[src/rtl/aes_block_tx.sv]
// aes_block_tx: serialises one NUM_BYTES block, most significant byte first, into a byte-wide UART transmitter.
// Latency: first tx_start_o in the cycle after accept; each later byte (or block_done_o) one cycle after tx_done_tick_i.
// Backpressure: block_ready_o is high only in IDLE; a new block waits until the previous one has fully drained.
module aes_block_tx #(
  parameter int NUM_BYTES = 16
) (
  input  logic                   clk,
  input  logic                   rst_ni,
  input  logic [8*NUM_BYTES-1:0] block_i,
  input  logic                   block_valid_i,
  output logic                   block_ready_o,
  output logic [7:0]             tx_din_o,
  output logic                   tx_start_o,
  input  logic                   tx_done_tick_i,
  output logic                   busy_o,
  output logic                   block_done_o
);

  localparam int BW = 8 * NUM_BYTES;
  // Keep the counter at least one bit wide so a single-byte build still elaborates.
  localparam int CW = (NUM_BYTES > 1) ? $clog2(NUM_BYTES) : 1;
  localparam logic [CW-1:0] LAST_IDX = CW'(NUM_BYTES - 1);

  localparam logic [1:0] IDLE  = 2'd0;
  localparam logic [1:0] START = 2'd1;
  localparam logic [1:0] WAIT  = 2'd2;
  localparam logic [1:0] DONE  = 2'd3;

  logic [1:0]    state_q, state_d;
  logic [CW-1:0] cnt_q, cnt_d;
  logic [BW-1:0] shift_q, shift_d;

  // Next-state, byte counter and shift register update; ticks outside WAIT are ignored.
  always_comb begin
    state_d = state_q;
    cnt_d   = cnt_q;
    shift_d = shift_q;
    case (state_q)
      IDLE: begin
        if (block_valid_i) begin
          shift_d = block_i;
          cnt_d   = '0;
          state_d = START;
        end
      end
      START: begin
        state_d = WAIT;
      end
      WAIT: begin
        if (tx_done_tick_i) begin
          if (cnt_q == LAST_IDX) begin
            // Last byte: leave the shift register alone so tx_din_o holds through DONE.
            state_d = DONE;
          end else begin
            shift_d = shift_q << 8;
            cnt_d   = cnt_q + CW'(1);
            state_d = START;
          end
        end
      end
      DONE: begin
        state_d = IDLE;
      end
      default: begin
        state_d = IDLE;
      end
    endcase
  end

  // State registers; reset aborts any block in flight and clears the outgoing byte.
  always_ff @(posedge clk or negedge rst_ni) begin
    if (!rst_ni) begin
      state_q <= IDLE;
      cnt_q   <= '0;
      shift_q <= '0;
    end else begin
      state_q <= state_d;
      cnt_q   <= cnt_d;
      shift_q <= shift_d;
    end
  end

  // All outputs are decoded from registered state only.
  assign block_ready_o = (state_q == IDLE);
  assign busy_o        = (state_q != IDLE);
  assign tx_start_o    = (state_q == START);
  assign block_done_o  = (state_q == DONE);
  assign tx_din_o      = shift_q[BW-1 -: 8];

endmodule

[config.mk]
export PLATFORM = sky130hd
export DESIGN_NAME = aes_block_tx
export DESIGN_NICKNAME = d
export VERILOG_FILES = /design/src/rtl/aes_block_tx.sv
export SDC_FILE = /design/constraint.sdc
export NUM_CORES = 1
export LEC_CHECK = 0
export CAP_MARGIN = 30
export CELL_PAD_IN_SITES_DETAIL_PLACEMENT = 0
export CELL_PAD_IN_SITES_GLOBAL_PLACEMENT = 1
export CORE_ASPECT_RATIO = 0.75
export CORE_MARGIN = 5
export CORE_UTILIZATION = 39
export CTS_CLUSTER_DIAMETER = 50
export CTS_CLUSTER_SIZE = 28
export DETAILED_ROUTE_END_ITERATION = 8
export PLACE_DENSITY_LB_ADDON = 0.2
export SLEW_MARGIN = 25
export SYNTH_ARGS = -nofsm -noshare
export SYNTH_HDL_FRONTEND = slang
export SYNTH_SLANG_ARGS = --single-unit
[constraint.sdc]
create_clock -name clk -period 5.28 [get_ports clk]
set_input_delay 1.584 -clock clk [delete_from_list [all_inputs] [get_ports clk]]
set_output_delay 1.584 -clock clk [all_outputs]
set_load 0.03 [all_outputs]
==> run metrics, run 1 <==
CTS tree=done; Syn Inst Count=449; post-synth top area share=50.6%; Critical Path Start=state_q[0]; TNS Setup=0 ps; register area share after synthesis=50.6%; setup slack, reg-to-reg=2910 ps; Syn Area/Cell=roughly 15 µm²; Top FF cell, synth=dfrtp_1; top cells by area, synth=dfrtp_1 (51%), mux2_2 (40%), buf_6 (2.7%), mux2_1 (1.2%), buf_4 (1.1%); DR pass1 iterations=4; Final GP Congestion=between 0.7 and 0.8; DP HPWL=9.34 mm; Worst Skew=7.85 ps; nets=709; grt met1 use=19.8%; clock insertion delay at the later pin of the skew report=410 ps; largest net degree at the start of global routing=123; Final Slew Violations=0; DRT antenna net count=0; Critical path buffers and inverters=1; global-route wire length before repair=22.4 mm; RSZ-0062 raised after global routing=no; Peak VDD IR=roughly 0.00043 V; FF+latch count, synth=134; Worst-path clk slew=60 ps; initial core utilization=between 30% and 40%; RR Startpoint=cnt_q[0]; Synth cell types=26; CTS Hold Bufs=0; Hold Path Depth=1; Final Hold Slack=about 480 ps; Cell Rows=41; count leader, synth=mux2_2; Req. time, crit path=3700 ps; Worst slew margin=37.1%; layout cells sized above 1=46.2%; post-synthesis cell type with the largest combined area=dfrtp_1; CP endpoint=tx_start_o; WP data arrival=1880 ps; global route hottest layer=met2; via count=3932; Worst path depth=2; synthesized area=between 6000 and 7000 µm²; met3 Usage GRT=~6%; I/O pins=around 140; max-cap viol count=0; part of the cycle the worst path needs=65.6%; LEAKAGE=between 3 and 4 nW; Achievable Freq=slightly below 300 MHz; fraction of registers with async set/reset=between 90% and 100%; Syn Nets=approximately 580; outcome=finished, final reports clean; vias in the first global route=4320; die height=around 120 µm; die width=161 µm; CTS Sinks=134; number of synthesized flops with an enable pin=0; H-tree levels=4; final hold vios=0; Final min period=3470 ps; DR WL/cell=17.3 µm; reg-to-reg endpoint=shift_q[70]; Tightest Pin Transition=~940 ps; Area growth syn-to-layout=30.9%; worst reg-to-reg path cell count=5; grt ovf=0; Crit path largest cell delay=700 ps; die area=19700 µm²; met2 Use GR=21.5%; Setup-failing EPs final=0; Critical Path End Type=output pin; first-iteration detailed-routing DRC count=162; Worst Hold Class=flop to flop; Pwr Total=between 0.004 and 0.005 W; Global Route Usage Sum=14.6%; delay-heaviest family, CP=buffers and inverters; Synth Warn #=0; post-CTS sizing=0; vias per std cell=4.88; Critical Path Start Type=flop; Clock Path Buffers=2; Cell Pwr Density=549 nW/µm²; CTS buffer count=17; crit path kind=flop to output pin; slowest CP cell=clkdlybuf4s50_1; Root Driver=clkbuf_16; final core occ=51.7%; final wirelength=between 10 and 15 mm; initial antenna violation count=0; number of I/O port buffers=143; crit-path cells=nor2b_1 > clkdlybuf4s50_1; synth cell count leaders=mux2_2 (234), dfrtp_1 (134), buf_6 (16), buf_4 (10), a22o_1 (8); CP Max Fanout=9; # DRC=0; core box area=16800 µm²; Setup Buffers After CTS=0
==> power by group <==
group          leakage [nW]  internal [W]  switching, W  total, W
logic                  1.62       0.00109      0.000671   0.00176
clock network         0.285      0.000733      0.000443   0.00118
registers              1.59       0.00155      0.000276   0.00183
total                  3.49       0.00337       0.00139   0.00476
==> worst min-delay path by stage <==
stage | startpoint | endpoint
after global placement | shift_q[22] | shift_q[22]
after CTS | shift_q[23] | shift_q[23]
after floorplan | shift_q[22] | shift_q[22]
after detailed placement | shift_q[23] | shift_q[23]
after global routing | shift_q[88] | shift_q[88]
final | shift_q[23] | shift_q[23]
==> final cells by class <==
class / instances / area (µm²)
clock inverters: 11 / 124
inverters: 2 / 7.51
fillers: 1439 / 8100
well taps: 215 / 269
repair buffers: 147 / 1480
diodes: 1 / 2.50
clock buffers: 21 / 470
flip-flops and latches: 134 / 3350
multi-input cells: 274 / 2970
==> cells by family after synthesis <==
logic type / synth area share (%)
AO/OA/AOI/OAI: 1.87
adder cells (fa/ha/maj): 0.189
buffers and inverters: 4.83
flip-flops: 50.6
multiplexers: 41.2
AND/OR/NAND/NOR: 1.26
==> layer usage <==
layer / vias to the layer above / share of wire (%)
met1: 1955 / 47
met2: 89 / 44
met3: 15 / 7.3
met4: 0 / 1.2
li1: 1873 / -
met5: - / 0
==> through the flow <==
step / area [µm²] / cells / setup WS, ps
CTS: 8670 / 804 / 1780
finish: 8670 / 805 / 1810
global route: 8670 / 804 / 1730
global placement: 8070 / 772 / 1650
floorplan: 6630 / 449 / 2440
detailed placement: 8070 / 772 / 1570
==> sequential cells by signal, indices dropped and copies added (netlist names) <==
register	count
cnt_q	4
shift_q	128
state_q	2
==> layout by cell type, fill, tap and decap left out, drive strengths merged <==
| master | count |
|---|---|
| clkinvlp | 3 |
| mux2i | 2 |
| and3 | 2 |
| a22o | 8 |
| nor2b | 2 |
| nor2 | 4 |
| bufinv | 2 |
| clkbuf | 22 |
| nor3 | 1 |
| buf | 4 |
| ha | 1 |
| nand3 | 1 |
| a2bb2oi | 1 |
| a211o | 2 |
| clkinv | 5 |
| nand2b | 1 |
| a211oi | 1 |
| dfrtp | 134 |
| a221o | 1 |
| and2 | 2 |
| nand2 | 2 |
| clkdlybuf4s50 | 142 |
| diode | 1 |
| inv | 3 |
| nor3b | 1 |
| mux2 | 241 |
| o21ai | 1 |
Power figures use the tool's default switching activity.
==> run 2, diff against run 1 <==
Settings changed: CORE_UTILIZATION 39 to 38.
Clock period 5.28 ns to 2.8 ns, I/O delays scaled along.
==> run metrics, run 2 (synthesis gave the netlist of run 1 again) <==
initial core utilization=39.0% (-0.48 points); DP HPWL=9.89 mm (+5.8%); number of I/O port buffers=143 (unchanged); vias in the first global route=4492 (+4.0%); Global Route Usage Sum=14.5% (-0.11 points); Worst Hold Class=primary input to async pin; TNS Setup=0 ps (unchanged); global-route wire length before repair=23.2 mm (+3.4%); Peak VDD IR=0.000650 V (+49%); Setup WS post-layout=132 ps (-1680 ps); Setup Buffers After CTS=0 (unchanged); CP Max Fanout=9 (unchanged); CTS Sinks=134 (unchanged); Clock Path Buffers=2 (unchanged); H-tree levels=4 (unchanged); Tightest Pin Transition=658 ps (-286 ps); core box area=17000 µm² (+1.2%); via count=3928 (-0.10%); Final GP Congestion=0.756 (-2.4%); Worst slew margin=56.2% (+19 points); Cell Pwr Density=1060 nW/µm² (+93%); die height=124 µm (+1.2%); crit-path cells=nor2_1 > inv_1 > clkdlybuf4s50_1; Area growth syn-to-layout=34.3%; delay-heaviest family, CP=buffers and inverters; slowest CP cell=clkdlybuf4s50_1; Cell Rows=41 (unchanged); most frequent cells in the layout=mux2_2 (234), clkdlybuf4s50_1 (140), dfrtp_1 (134); clock insertion delay at the later pin of the skew report=410 ps (about the same); Critical path buffers and inverters=2 (+1); Final min period=2670 ps; DR pass1 iterations=4 (unchanged); grt ovf=0 (unchanged); number of flip-flops in the largest register=128 (unchanged); part of the cycle the worst path needs=95.3%; final core occ=52.4% (+0.72 points); CTS buffer count=17 (unchanged); biggest regs=shift_q: 128 flops, cnt_q: 4 flops, state_q: 2 flops; commonest non-fill, non-tap cell in the layout=mux2_2; largest net degree at the start of global routing=106 (-14%); post-place setup slack=78.8 ps (-1500 ps); Req. time, crit path=1960 ps (-1740 ps); DRT antenna net count=0 (unchanged); Setup-failing EPs final=0 (unchanged); WP data arrival=1830 ps (-50 ps); vias per std cell=4.72 (-3.3%); crit path kind=flop to output pin; Crit path largest cell delay=660 ps (-40 ps); Critical Path Start Type=flop; RSZ-0062 raised after global routing=no; die area=20200 µm² (+2.4%); Antenna Cells=0 (-1); max-cap viol count=0 (unchanged); Root Driver=clkbuf_16; layout cells sized above 1=47.0% (+0.80 points); nets=717 (+1.1%); I/O pins=144 (unchanged); Worst-path clk slew=60 ps (about the same); initial antenna violation count=0 (unchanged); # DRC=0 (unchanged); CTS tree=done; CTS Hold Bufs=0 (unchanged); Final Slew Violations=0 (unchanged); die width=162 µm (+1.2%); Worst Skew=8.11 ps (+0.262 ps); DR WL/cell=17.1 µm (-1.2%); final wirelength=14.2 mm (+2.1%); outcome=finished, final reports clean; Critical Path End Type=output pin; Achievable Freq=375 MHz; most flop-heavy register=shift_q; first-iteration detailed-routing DRC count=126 (-22%); LEAKAGE=3.61 nW (+3.3%); final hold vios=0 (unchanged)
-- run 2: cell types whose count changed in the layout (fill, tap and decap cells not counted), sizes merged --
| cell | previous run | this run |
|---|---|---|
| clkbuf | 22 | 19 |
| bufinv | 2 | 6 |
| clkinvlp | 3 | 1 |
| dlymetal6s2s | 0 | 1 |
| clkdlybuf4s50 | 142 | 140 |
| clkinv | 5 | 4 |
| diode | 1 | 0 |
| buf | 4 | 13 |
| dlygate4sd2 | 0 | 1 |
-- run 2: routing by layer --
| metal | track usage (%) | up-vias | part of all wire (%) |
|---|---|---|---|
| met5 | 0 | - | 0 |
| met3 | 5.59 | 13 | 6.5 |
| met1 | 18.8 | 1953 | 46 |
| li1 | - | 1879 | - |
| met4 | 4.92 | 0 | 1.6 |
| met2 | 22.2 | 83 | 46 |
-- run 2: where the power goes --
| part | internal (W) | switching [W] | total, W |
|---|---|---|---|
| logic | 0.00213 | 0.00130 | 0.00343 |
| registers | 0.00293 | 0.000523 | 0.00345 |
| clock network | 0.00171 | 0.000819 | 0.00253 |
| total | 0.00677 | 0.00264 | 0.00941 |
-- run 2: worst reg2reg max path: cells and delay by family, from the launching register on --
family	cells	cell delay (ps)
AND/OR/NAND/NOR	1	250
flip-flops	1	410
adder cells (fa/ha/maj)	1	230
buffers and inverters	2	420
multiplexers	1	410
AO/OA/AOI/OAI	1	320
-- run 2: what timing repair did --
action,CTS,global route
gates cloned,0,0
gates resized for setup,1,1
setup endpoints to repair,1,1
-- run 2: final timing paths --
kind                             start     endpoint  slack [ps]  depth (start not counted)
setup / recovery            state_q[0]       busy_o         130                          3
hold / removal                  rst_ni  shift_q[33]         360                          1
setup reg to reg              cnt_q[0]  shift_q[63]         640                          6
hold reg to reg            shift_q[22]  shift_q[22]         480                          1
max in group asynchronous       rst_ni  shift_q[97]        1730                          2
min in group clk           shift_q[22]  shift_q[22]         480                          1
-- run 2: through the flow --
step | hold WS, ps | std cells | power (W) | instance area, µm²
floorplan | 452 | 449 | 0.00616 | 6630
global placement | 468 | 801 | 0.00687 | 8220
detailed placement | 474 | 801 | 0.00698 | 8220
CTS | 374 | 832 | 0.00957 | 8900
global route | 397 | 832 | 0.0100 | 8900
finish | 362 | 832 | 0.00941 | 8900
-- run 2: cell type report --
| type | count | area, µm² |
|---|---|---|
| Fill cell | 1444 | 8080 |
| Sequential cell | 134 | 3350 |
| Multi-Input combinational cell | 274 | 2970 |
| Timing Repair Buffer | 155 | 1600 |
| Clock buffer | 19 | 453 |
| Tap cell | 236 | 295 |
| Clock inverter | 12 | 224 |
| Inverter | 2 | 7.51 |
